## src/rtl/me_train_pkg.sv

```systemverilog
// -----------------------------------------------------------------------------
// me_train_pkg
// Shared definitions for the mutation-engine training sequencer.
//   - state_t      : sequencer states
//   - *_DEF        : default parameter values used by me_train_ctrl
//   - lane_lsb()   : bit offset of weight lane i inside a packed weight bus
// -----------------------------------------------------------------------------
package me_train_pkg;

  // Default geometry. NUM_W matches the number of mutation-engine lanes.
  localparam int NUM_W_DEF    = 4;
  localparam int W_W_DEF      = 8;
  localparam int EVAL_LEN_DEF = 256;
  localparam int ERR_W_DEF    = 16;
  localparam int MAX_ITER_DEF = 1024;
  // Weight value the engine produces out of its own reset; seeding uses it
  // so the committed set and the engine state agree after ME_RESET.
  localparam int INIT_W_DEF   = 100;

  typedef enum logic [2:0] {
    S_IDLE    = 3'd0,
    S_SEED    = 3'd1,
    S_BASE    = 3'd2,
    S_MUTATE  = 3'd3,
    S_CAPTURE = 3'd4,
    S_EVAL    = 3'd5,
    S_DECIDE  = 3'd6,
    S_DONE    = 3'd7
  } state_t;

  // Lane i occupies bits [lane_lsb(i) +: w_w] of a packed weight bus.
  function automatic int lane_lsb(input int lane, input int w_w);
    return lane * w_w;
  endfunction

endpackage : me_train_pkg

```

## src/rtl/me_err_window.sv

```systemverilog
// -----------------------------------------------------------------------------
// me_err_window
// Fixed-length evaluation window with a saturating error counter.
//
// Ports:
//   CLK     in   system clock, rising edge
//   RESET   in   asynchronous, active-high reset
//   clear   in   synchronous clear of window position and error count
//   enable  in   window is running this cycle (count ERR_BIT, advance)
//   ERR_BIT in   per-cycle error flag
//   err     out  error count including this cycle's ERR_BIT when enabled;
//                equals the stored count when not enabled
//   last    out  high on the final enabled cycle of the window
// -----------------------------------------------------------------------------
module me_err_window #(
  parameter int EVAL_LEN = 256,
  parameter int ERR_W    = 16
) (
  input  logic             CLK,
  input  logic             RESET,
  input  logic             clear,
  input  logic             enable,
  input  logic             ERR_BIT,
  output logic [ERR_W-1:0] err,
  output logic             last
);

  localparam int WIN_W = (EVAL_LEN > 1) ? $clog2(EVAL_LEN) : 1;

  logic [WIN_W-1:0] win_cnt;
  logic [ERR_W-1:0] err_cnt;

  assign last = enable && (win_cnt == WIN_W'(EVAL_LEN - 1));

  // Running total seen through this cycle. The count sticks at all ones so a
  // long noisy window can never wrap around into a small, "good" score.
  // NOTE: every variable written in always_comb gets a default first, so no
  // path leaves it unassigned and no latch is inferred.
  always_comb begin
    err = err_cnt;
    if (enable && ERR_BIT && !(&err_cnt)) begin
      err = err_cnt + 1'b1;
    end
  end

  // NOTE: sequential state is updated with non-blocking assignments so every
  // register samples pre-edge values regardless of statement order.
  always_ff @(posedge CLK or posedge RESET) begin
    if (RESET) begin
      win_cnt <= '0;
      err_cnt <= '0;
    end else if (clear) begin
      win_cnt <= '0;
      err_cnt <= '0;
    end else if (enable) begin
      err_cnt <= err;
      win_cnt <= last ? '0 : win_cnt + 1'b1;
    end
  end

endmodule : me_err_window

```

## src/rtl/me_train_ctrl.sv

```systemverilog
// -----------------------------------------------------------------------------
// me_train_ctrl
// Training sequencer for the LFSR mutation engine. Seeds the engine, measures
// the baseline error of the committed weights, then repeatedly mutates,
// evaluates the candidate over a fixed window and commits it only when its
// error count is strictly lower than the best so far.
//
// Ports:
//   CLK      in   system clock, rising edge
//   RESET    in   asynchronous, active-high reset
//   START    in   level; begins a run when sampled in IDLE or DONE
//   STOP     in   level; early-termination request, latched while busy
//   ERR_BIT  in   per-cycle SNN output/target mismatch flag
//   ME_OUT   in   candidate weights from the engine (lane i = [8i+7:8i])
//   ME_IN    out  committed weights fed back to the engine
//   ME_TRIG  out  one-cycle mutation strobe
//   ME_RESET out  one-cycle seed strobe
//   SNN_W    out  weights applied to the network
//   BUSY     out  high outside IDLE and DONE
//   DONE     out  high in DONE
//   BEST_ERR out  error count of the committed weights
//   ITER     out  completed mutation iterations
// -----------------------------------------------------------------------------
module me_train_ctrl
  import me_train_pkg::*;
#(
  parameter int NUM_W    = NUM_W_DEF,
  parameter int W_W      = W_W_DEF,
  parameter int EVAL_LEN = EVAL_LEN_DEF,
  parameter int ERR_W    = ERR_W_DEF,
  parameter int MAX_ITER = MAX_ITER_DEF,
  parameter int INIT_W   = INIT_W_DEF,
  localparam int BUS_W   = NUM_W * W_W,
  localparam int IT_W    = $clog2(MAX_ITER + 1)
) (
  input  logic             CLK,
  input  logic             RESET,
  input  logic             START,
  input  logic             STOP,
  input  logic             ERR_BIT,
  input  logic [BUS_W-1:0] ME_OUT,
  output logic [BUS_W-1:0] ME_IN,
  output logic             ME_TRIG,
  output logic             ME_RESET,
  output logic [BUS_W-1:0] SNN_W,
  output logic             BUSY,
  output logic             DONE,
  output logic [ERR_W-1:0] BEST_ERR,
  output logic [IT_W-1:0]  ITER
);

  // Seed value replicated across every lane.
  logic [BUS_W-1:0] init_vec;
  for (genvar i = 0; i < NUM_W; i++) begin : g_init
    assign init_vec[lane_lsb(i, W_W) +: W_W] = W_W'(INIT_W);
  end

  state_t           state;
  logic [BUS_W-1:0] committed;
  logic [BUS_W-1:0] candidate;
  logic             stop_req;

  logic             win_clear;
  logic             win_enable;
  logic [ERR_W-1:0] err;
  logic             win_last;

  // The window is cleared in the single-cycle state that precedes each
  // counting phase, so BASE and EVAL always start from zero.
  assign win_clear  = (state == S_SEED) || (state == S_CAPTURE);
  assign win_enable = (state == S_BASE) || (state == S_EVAL);

  me_err_window #(
    .EVAL_LEN (EVAL_LEN),
    .ERR_W    (ERR_W)
  ) u_err_window (
    .CLK     (CLK),
    .RESET   (RESET),
    .clear   (win_clear),
    .enable  (win_enable),
    .ERR_BIT (ERR_BIT),
    .err     (err),
    .last    (win_last)
  );

  assign ME_IN = committed;

  // Single-process FSM. Outputs are registered and updated on the edge that
  // enters the state in which they must be visible.
  always_ff @(posedge CLK or posedge RESET) begin
    if (RESET) begin
      state     <= S_IDLE;
      committed <= init_vec;
      candidate <= init_vec;
      SNN_W     <= init_vec;
      BEST_ERR  <= '1;
      ITER      <= '0;
      stop_req  <= 1'b0;
      ME_TRIG   <= 1'b0;
      ME_RESET  <= 1'b0;
      BUSY      <= 1'b0;
      DONE      <= 1'b0;
    end else begin
      // Strobes default low; only the entering transition raises them.
      ME_TRIG  <= 1'b0;
      ME_RESET <= 1'b0;

      // Stop is only honoured at DECIDE, so a request is held until then.
      if (BUSY && STOP) begin
        stop_req <= 1'b1;
      end

      case (state)
        S_IDLE, S_DONE: begin
          if (START) begin
            // Seed values are loaded on entry so they are already visible
            // while the engine is being reset during SEED.
            state     <= S_SEED;
            ME_RESET  <= 1'b1;
            BUSY      <= 1'b1;
            DONE      <= 1'b0;
            committed <= init_vec;
            candidate <= init_vec;
            SNN_W     <= init_vec;
            ITER      <= '0;
            stop_req  <= 1'b0;
          end
        end

        S_SEED: begin
          state <= S_BASE;
        end

        S_BASE: begin
          if (win_last) begin
            BEST_ERR <= err;
            ME_TRIG  <= 1'b1;
            state    <= S_MUTATE;
          end
        end

        S_MUTATE: begin
          state <= S_CAPTURE;
        end

        S_CAPTURE: begin
          // ME_OUT reflects the mutation triggered during MUTATE.
          candidate <= ME_OUT;
          SNN_W     <= ME_OUT;
          state     <= S_EVAL;
        end

        S_EVAL: begin
          if (win_last) begin
            SNN_W <= committed;
            state <= S_DECIDE;
          end
        end

        S_DECIDE: begin
          // Strict comparison: ties keep the incumbent, and a saturated
          // candidate can never displace a saturated best.
          if (err < BEST_ERR) begin
            committed <= candidate;
            BEST_ERR  <= err;
            SNN_W     <= candidate;
          end
          ITER <= ITER + 1'b1;
          if ((int'(ITER) + 1 == MAX_ITER) || stop_req) begin
            state <= S_DONE;
            BUSY  <= 1'b0;
            DONE  <= 1'b1;
          end else begin
            state   <= S_MUTATE;
            ME_TRIG <= 1'b1;
          end
        end

        default: begin
          state <= S_IDLE;
        end
      endcase
    end
  end

endmodule : me_train_ctrl
```

## config.mk

```make
export PLATFORM = sky130hd
export DESIGN_NAME = me_train_ctrl
export DESIGN_NICKNAME = d
export VERILOG_FILES = /design/src/rtl/me_train_pkg.sv /design/src/rtl/me_err_window.sv /design/src/rtl/me_train_ctrl.sv
export SDC_FILE = /design/constraint.sdc
export NUM_CORES = 1
export LEC_CHECK = 0
export ABC_CLOCK_PERIOD_IN_PS = 3910
export CORE_UTILIZATION = 41
export DETAILED_ROUTE_END_ITERATION = 6
export PLACE_DENSITY = 0.66
export SLEW_MARGIN = 40
export SYNTH_ARGS = -nofsm -noshare
export SYNTH_HDL_FRONTEND = slang
export SYNTH_HIERARCHICAL = 1
export SYNTH_SLANG_ARGS = --single-unit
```

## constraint.sdc

```tcl
create_clock -name CLK -period 3.91 [get_ports CLK]
set_input_delay 0.391 -clock CLK [delete_from_list [all_inputs] [get_ports CLK]]
set_output_delay 0.391 -clock CLK [all_outputs]
set_load 0.03 [all_outputs]
```

==> summary.md, run 1 <==
| Metric | Value |
|---|---|
| Largest net degree at the start of global routing | `74` |
| Initial drt markers | `428` |
| R2r setup slk | `0.20 ns` |
| Sink Count | `155` |
| Clock latency on the worst-skew pair | `0.43 ns` |
| Most common cell in the netlist | `nand2_1` |
| Std cell rows | `51` |
| Multiplexer share of the synthesized area | `11.8%` |
| Synth top cells by count | `nand2_1, dfrtp_1, o21ai_0` |
| Post-route cell area | `10500 um2` |
| Final Wtd Congestion | `0.868` |
| Starting density of the core | `41.7%` |
| Post-Synth XOR/XNOR Area | `1.41%` |
| First-pass GRT wire length | `34800 um` |
| CTS buffer count | `17` |
| Seq cells post-synth | `155` |
| Die height | `142 um` |
| CP Capture Type | `flip-flop` |
| Die area | `20300 um2` |
| Setup violators final | `0` |
| I/O pin cnt | `132` |
| Worst setup path class | `reg2reg` |
| Area Overhead vs Synth | `29.7%` |
| FF-to-FF Start | `state[0]` |
| Simple-Gate Fraction of Synth Area | `20.1%` |
| N_diodes | `0` |
| Leakage | `4.51 nW` |
| Tcrit/Tclk final | `94.8%` |
| Antenna-violating nets left | `0` |
| Clock skew | `0.00995 ns` |
| Post-synthesis cell type count | `55` |
| Min Tclk post-route | `3.71 ns` |
| Top cell type by total area after synthesis | `dfrtp_1` |
| Post-route total power | `7.58 mW` |
| Power density cells | `722 nW/um2` |
| Yosys top cell area share | `31.8%` |
| Cells after Synth | `870` |
| Post-synthesis sequential area ratio | `48.7%` |
| Root Driver | `clkbuf_16` |
| Cell Area, Synth | `8090 um2` |
| Hpwl dp | `13700 um` |
| Yosys warns | `6` |
| Adder-Cell Fraction of Synth Area | `2.78%` |
| Status | `finished clean` |
| Rel. slew slack | `50.9%` |
| Fin. max-slew vios | `0` |
| Router iterations before antenna repair | `5` |
| Mean post-synth cell area | `9.30 um2` |
| GRT overflow | `0` |
| Final Net Count | `1053` |
| DRC | `0` |
| Worst-Margin Slew | `0.736 ns` |
| Area after DPL | `9790 um2` |
| Worst hold path class | `in2async` |
| Wire per inst | `16.8 um` |
| Port Buffer Count | `131` |
| Fraction of registers with async set/reset | `100%` |
| Ys flop type | `dfrtp_1` |
| Die extent in x | `142 um` |
| Vias in the first global route | `6720` |
| Cts hold-fix bufs | `0` |
| Main combinational cell family by area after synthesis | `simple AND/OR/NAND/NOR gates` |
| Share of cells above drive strength 1 | `19.6%` |
| Final setup TNS | `0 ns` |
| Final hold vios | `0` |
| VDD IR max | `346 uV` |
| Worst hold margin | `0.456 ns` |
| Total number of vias | `6725` |
| Crit Reg-Reg Endpoint | `SNN_W[9]` |
| Top cells by area, synth | `dfrtp_1, dfstp_2, nand2_1` |
| Total track usage | `22.1%` |
| Crit path launch type | `flip-flop` |
| Initial antenna violation count | `0` |
| Vias/cell | `5.27` |
| Fmax | `270 MHz` |
| H-tree levels | `4` |
| Worst Path Arrival | `4.03 ns` |
| Core Region | `19400 um2` |
| Max clock buf depth | `2` |
| Compound-Gate Fraction of Synth Area | `10.8%` |
| EDFF count, synth | `0` |
| Total length of routed wires | `21400 um` |
| Max-cap violations | `0` |
| Clock-pin slew on the worst setup and hold paths | `0.07 ns` |
| CTS tree | `yes` |
| Final Util | `54.1%` |
| Data required time of the critical path | `4.23 ns` |
| Worst Reg2Reg Path Length in Cells | `17` |
| Syn_nets | `925` |
| Worst-path fanout max | `6` |
per-layer routing:
metal	part of all wire [%]	vias up	track usage [%]	wire, um
met1	45	3263	28.8	9700
met3	6.0	21	6.33	1280
li1	-	3249	-	-
met4	1.2	0	6.62	261
met5	0	-	0	0
met2	47	192	35.5	10100
kinds of logic (layout without fill, tap and decap cells):
| group | Yosys count | in the layout |
|---|---|---|
| flops | 155 | 155 |
| buf+inv | 82 | 223 |
| compound gates | 156 | 156 |
| simple gates | 358 | 358 |
| fa+ha+maj | 18 | 18 |
| xor+xnor | 13 | 13 |
| mux | 88 | 88 |
cells in the final DEF (no fill, tap or decap), types with 3 or more instances in the layout:
| master | count |
|---|---|
| nor3_2 | 3 |
| xor2_1 | 7 |
| or4_4 | 4 |
| inv_6 | 8 |
| nor2b_1 | 7 |
| a21oi_1 | 37 |
| o22ai_1 | 12 |
| nand3_1 | 41 |
| nand4_1 | 11 |
| a31oi_1 | 3 |
| and3_1 | 4 |
| buf_12 | 5 |
| buf_4 | 21 |
| xnor2_1 | 6 |
| and3_4 | 3 |
| o31ai_1 | 7 |
| dfstp_2 | 52 |
| mux2_1 | 4 |
| o21ai_0 | 82 |
| nor3_1 | 14 |
| clkbuf_16 | 19 |
| inv_8 | 3 |
| ha_1 | 18 |
| clkdlybuf4s50_1 | 131 |
| mux2_2 | 55 |
| nor2_1 | 58 |
| inv_1 | 28 |
| mux2i_1 | 29 |
| nand2_1 | 188 |
| or3_1 | 6 |
| dfrtp_1 | 102 |
report_power, final:
part / internal [mW] / total [mW] / leakage [nW] / switching (mW)
logic: 1.38 / 3.36 / 2.29 / 1.98
clock network: 0.966 / 1.70 / 0.292 / 0.733
registers: 2.16 / 2.52 / 1.93 / 0.359
total: 4.51 / 7.58 / 4.51 / 3.07
registers in the layout (all words and copies together) (netlist names):
name / flops
u_err_window/err_cnt: 16
DONE: 1
BEST_ERR: 16
stop_req: 1
u_err_window/win_cnt: 8
ITER: 11
ME_RESET: 1
SNN_W: 32
BUSY: 1
ME_IN: 32
candidate: 32
state: 3
ME_TRIG: 1
final cells by class:
| cell class | instances | area [um2] |
|---|---|---|
| clock buffer | 17 | 425 |
| multi-input combinational | 633 | 3870 |
| inverter | 32 | 125 |
| fill | 1755 | 8900 |
| sequential | 155 | 3950 |
| tap | 265 | 332 |
| timing repair buffer | 159 | 1620 |
| clock inverter | 15 | 175 |
critical path, stage by stage, from the launching register on:
cell	delay, ns
dfrtp_2	0.41
inv_1	0.07
nand2_1	0.09
o21ai_2	0.19
and4_4	0.29
nand4b_4	0.14
or4_4	0.50
nand2_1	0.11
ha_1	0.25
nand4_1	0.14
nor3_1	0.07
nor4_1	0.28
buf_4	0.17
nand3_1	0.11
a21oi_4	0.16
buf_12	0.14
clkbuf_16	0.15
mux2_2	0.32
through the flow:
| step | instances | worst slack, ns |
|---|---|---|
| 6_report | 1276 | 0.202 |
| 3_5_place_dp | 1241 | -0.00180 |
| 5_1_grt | 1276 | -0.0259 |
| 3_3_place_gp | 1241 | 0.0601 |
| 2_1_floorplan | 870 | 0.0389 |
| 4_1_cts | 1273 | 0.0992 |
what timing repair did:
action                     in CTS  in global routing
setup endpoints to repair       2                 80
buffers inserted                0                  1
cloned                          0                  2
pin swaps                       0                  3
gates resized for setup         1                  9
worst max path at each step:
stage	from	end	slack (ns)	cells after the start
detailed placement	state[0]	SNN_W[9]	-0.002	16
finish	state[0]	SNN_W[9]	0.20	17
global placement	ERR_BIT	SNN_W[11]	0.06	14
global route	state[0]	SNN_W[2]	-0.03	17
CTS	state[0]	SNN_W[16]	0.1	16
floorplan	state[2]	BEST_ERR[0]	0.04	16
Power figures use the tool's default switching activity.
==> run 2, diff against run 1 <==
Settings changed: SLEW_MARGIN 40 to 20.
==> summary.md, run 2 (synthesized netlist as in run 1, its figures left out) <==
| Metric | Value |
|---|---|
| Router iterations before antenna repair | `5` |
| Fillers | `1795` |
| Total length of routed wires | `21400 um` |
| Comb pwr share | `44.4%` |
| Post-route cell area | `10500 um2` |
| Pre-CTS WS | `-0.00296 ns` |
| Global route hottest layer | `met2` |
| Final Util | `54.1%` |
| Area Overhead vs Synth | `29.7%` |
| Final Net Count | `1053` |
| Root Driver | `clkbuf_16` |
| Fin. max-slew vios | `0` |
| Rel. slew slack | `37.3%` |
| Total track usage | `22.2%` |
| Switching Share | `40.6%` |
| Met1 usage | `29.3%` |
| Core Region | `19400 um2` |
| CTS buffer count | `17` |
| Wire per inst | `16.8 um` |
| Fin cells | `1276` |
| Power density cells | `723 nW/um2` |
| Clock skew | `0.00759 ns` |
| Sink Count | `155` |
| Internal Power | `4.51 mW` |
| Worst Path Arrival | `4.03 ns` |
| Final Wtd Congestion | `0.868` |
| Largest net degree at the start of global routing | `74` |
| H-tree levels | `4` |
| Initial antenna violation count | `0` |
| Met3 GRT Util | `4.85%` |
| Met2 Track Usage GR | `35.9%` |
| Area after DPL | `9790 um2` |
| Seq pwr share | `33.1%` |
| Status | `finished clean` |
| Fmax | `270 MHz` |
| Worst hold path class | `in2reg` |
| Total number of vias | `6802` |
| First-pass GRT wire length | `34900 um` |
| Min Tclk post-route | `3.71 ns` |
| Placed Cells incl. Taps | `1241` |
| Die area | `20300 um2` |
| Clk pwr share | `22.5%` |
| Antenna-violating nets left | `0` |
| CP Capture Type | `flip-flop` |
| I/O pin cnt | `132` |
| Std cell rows | `51` |
| CTS tree | `yes` |
| VDD IR max | `349 uV` |
| GRT overflow | `0` |
| Die height | `142 um` |
| Die extent in x | `142 um` |
| Setup violators final | `0` |
| Clock latency on the worst-skew pair | `0.43 ns` |
| Worst-path fanout max | `6` |
| Most common cell after layout, fill and taps aside | `nand2_1` |
| Vias/cell | `5.33` |
| Data required time of the critical path | `4.23 ns` |
| Sw Pwr | `3.08 mW` |
| Max clock buf depth | `2` |
| N_diodes | `0` |
| Vias in the first global route | `6710` |
| Port Buffer Count | `131` |
| Initial drt markers | `453` |
| Leakage | `4.51 nW` |
| Crit path launch type | `flip-flop` |
| DRC | `0` |
| Hpwl dp | `13700 um` |
| Worst-Margin Slew | `0.935 ns` |
| Tcrit/Tclk final | `94.9%` |
| Final hold vios | `0` |
| Final Worst Setup Slack | `0.201 ns` |
| Max-cap violations | `0` |
| Starting density of the core | `41.7%` |
| Worst setup path class | `reg2reg` |
| Post-route total power | `7.59 mW` |
| Clock-pin slew on the worst setup and hold paths | `0.07 ns` |
| Commonest cells after routing, fill and taps aside | `nand2_1, clkdlybuf4s50_1, dfrtp_1` |
| Share of cells above drive strength 1 | `19.4%` |
-- run 2: cell types whose count changed in the layout (fill, tap and decap cells not counted) --
cell      change
clkinv_1      +1
inv_2         -1
nor2_1        +1
nor2_2        -1
-- run 2: cell type report --
class	instances	area, um2	share of cell area [%]
Timing Repair Buffer	159	1620	15.4
Inverter	32	125	1.19
Multi-Input combinational cell	633	3870	36.9
Tap cell	265	332	3.16
Clock inverter	15	175	1.67
Clock buffer	17	425	4.05
Sequential cell	155	3950	37.6
-- run 2: worst paths after layout --
path | start | to | slack [ns] | cells past startpoint
max | state[0] | SNN_W[15] | 0.20 | 17
min | ME_OUT[5] | candidate[5] | 0.48 | 3
max reg2reg | state[0] | SNN_W[15] | 0.20 | 17
min reg2reg | candidate[30] | ME_IN[30] | 0.49 | 2
max in group asynchronous | RESET | SNN_W[22] | 2.60 | 3
min in group asynchronous | RESET | u_err_window/err_cnt[10] | 0.49 | 2
-- run 2: timing repair --
| item | 4_1_cts | 5_1_grt |
|---|---|---|
| setup endpoints to repair | 11 | 78 |
| buffers inserted | 0 | 1 |
| gates cloned | 0 | 2 |
| endpoints found under the hold margin | 0 | 0 |
| resized for setup | 1 | 9 |
| pin swaps | 0 | 3 |
| hold buffers | 0 | 0 |
-- run 2: critical path: stages (launching register included) --
cell and delay, ns:
dfrtp_2 0.41, inv_1 0.07, nand2_1 0.08, o21ai_2 0.18, and4_4 0.28, nand4b_4 0.14, or4_4 0.50, nand2_1 0.11
ha_1 0.25, nand4_1 0.14, nor3_1 0.07, nor4_1 0.28, buf_4 0.17, nand3_1 0.12, a21oi_4 0.17, buf_12 0.14
clkbuf_16 0.15, mux2_2 0.33
-- run 2: layer usage --
metal  part of all wire (%)  up-vias
met5                      0        -
met4                    1.7        0
met3                    5.8       31
met2                     47      196
met1                     45     3329
li1                       -     3246
-- run 2: power by group through the flow --
| stage | Clock (mW) | Sequential, mW | Combinational (mW) |
|---|---|---|---|
| 6_report | 1.71 | 2.51 | 3.36 |
| 3_3_place_gp | 0 | 2.52 | 3.18 |
| 5_1_grt | 1.81 | 2.58 | 3.67 |
| 2_1_floorplan | 0 | 2.91 | 1.70 |
| 4_1_cts | 1.74 | 2.51 | 3.25 |
| 3_5_place_dp | 0 | 2.52 | 3.24 |
-- run 2: metrics by stage --
stage	TNS, ns	hold WS (ns)
CTS	0	0.458
detailed placement	-0.00296	0.478
floorplan	0	0.406
global route	-0.0135	0.481
global placement	0	0.473
finish	0	0.478
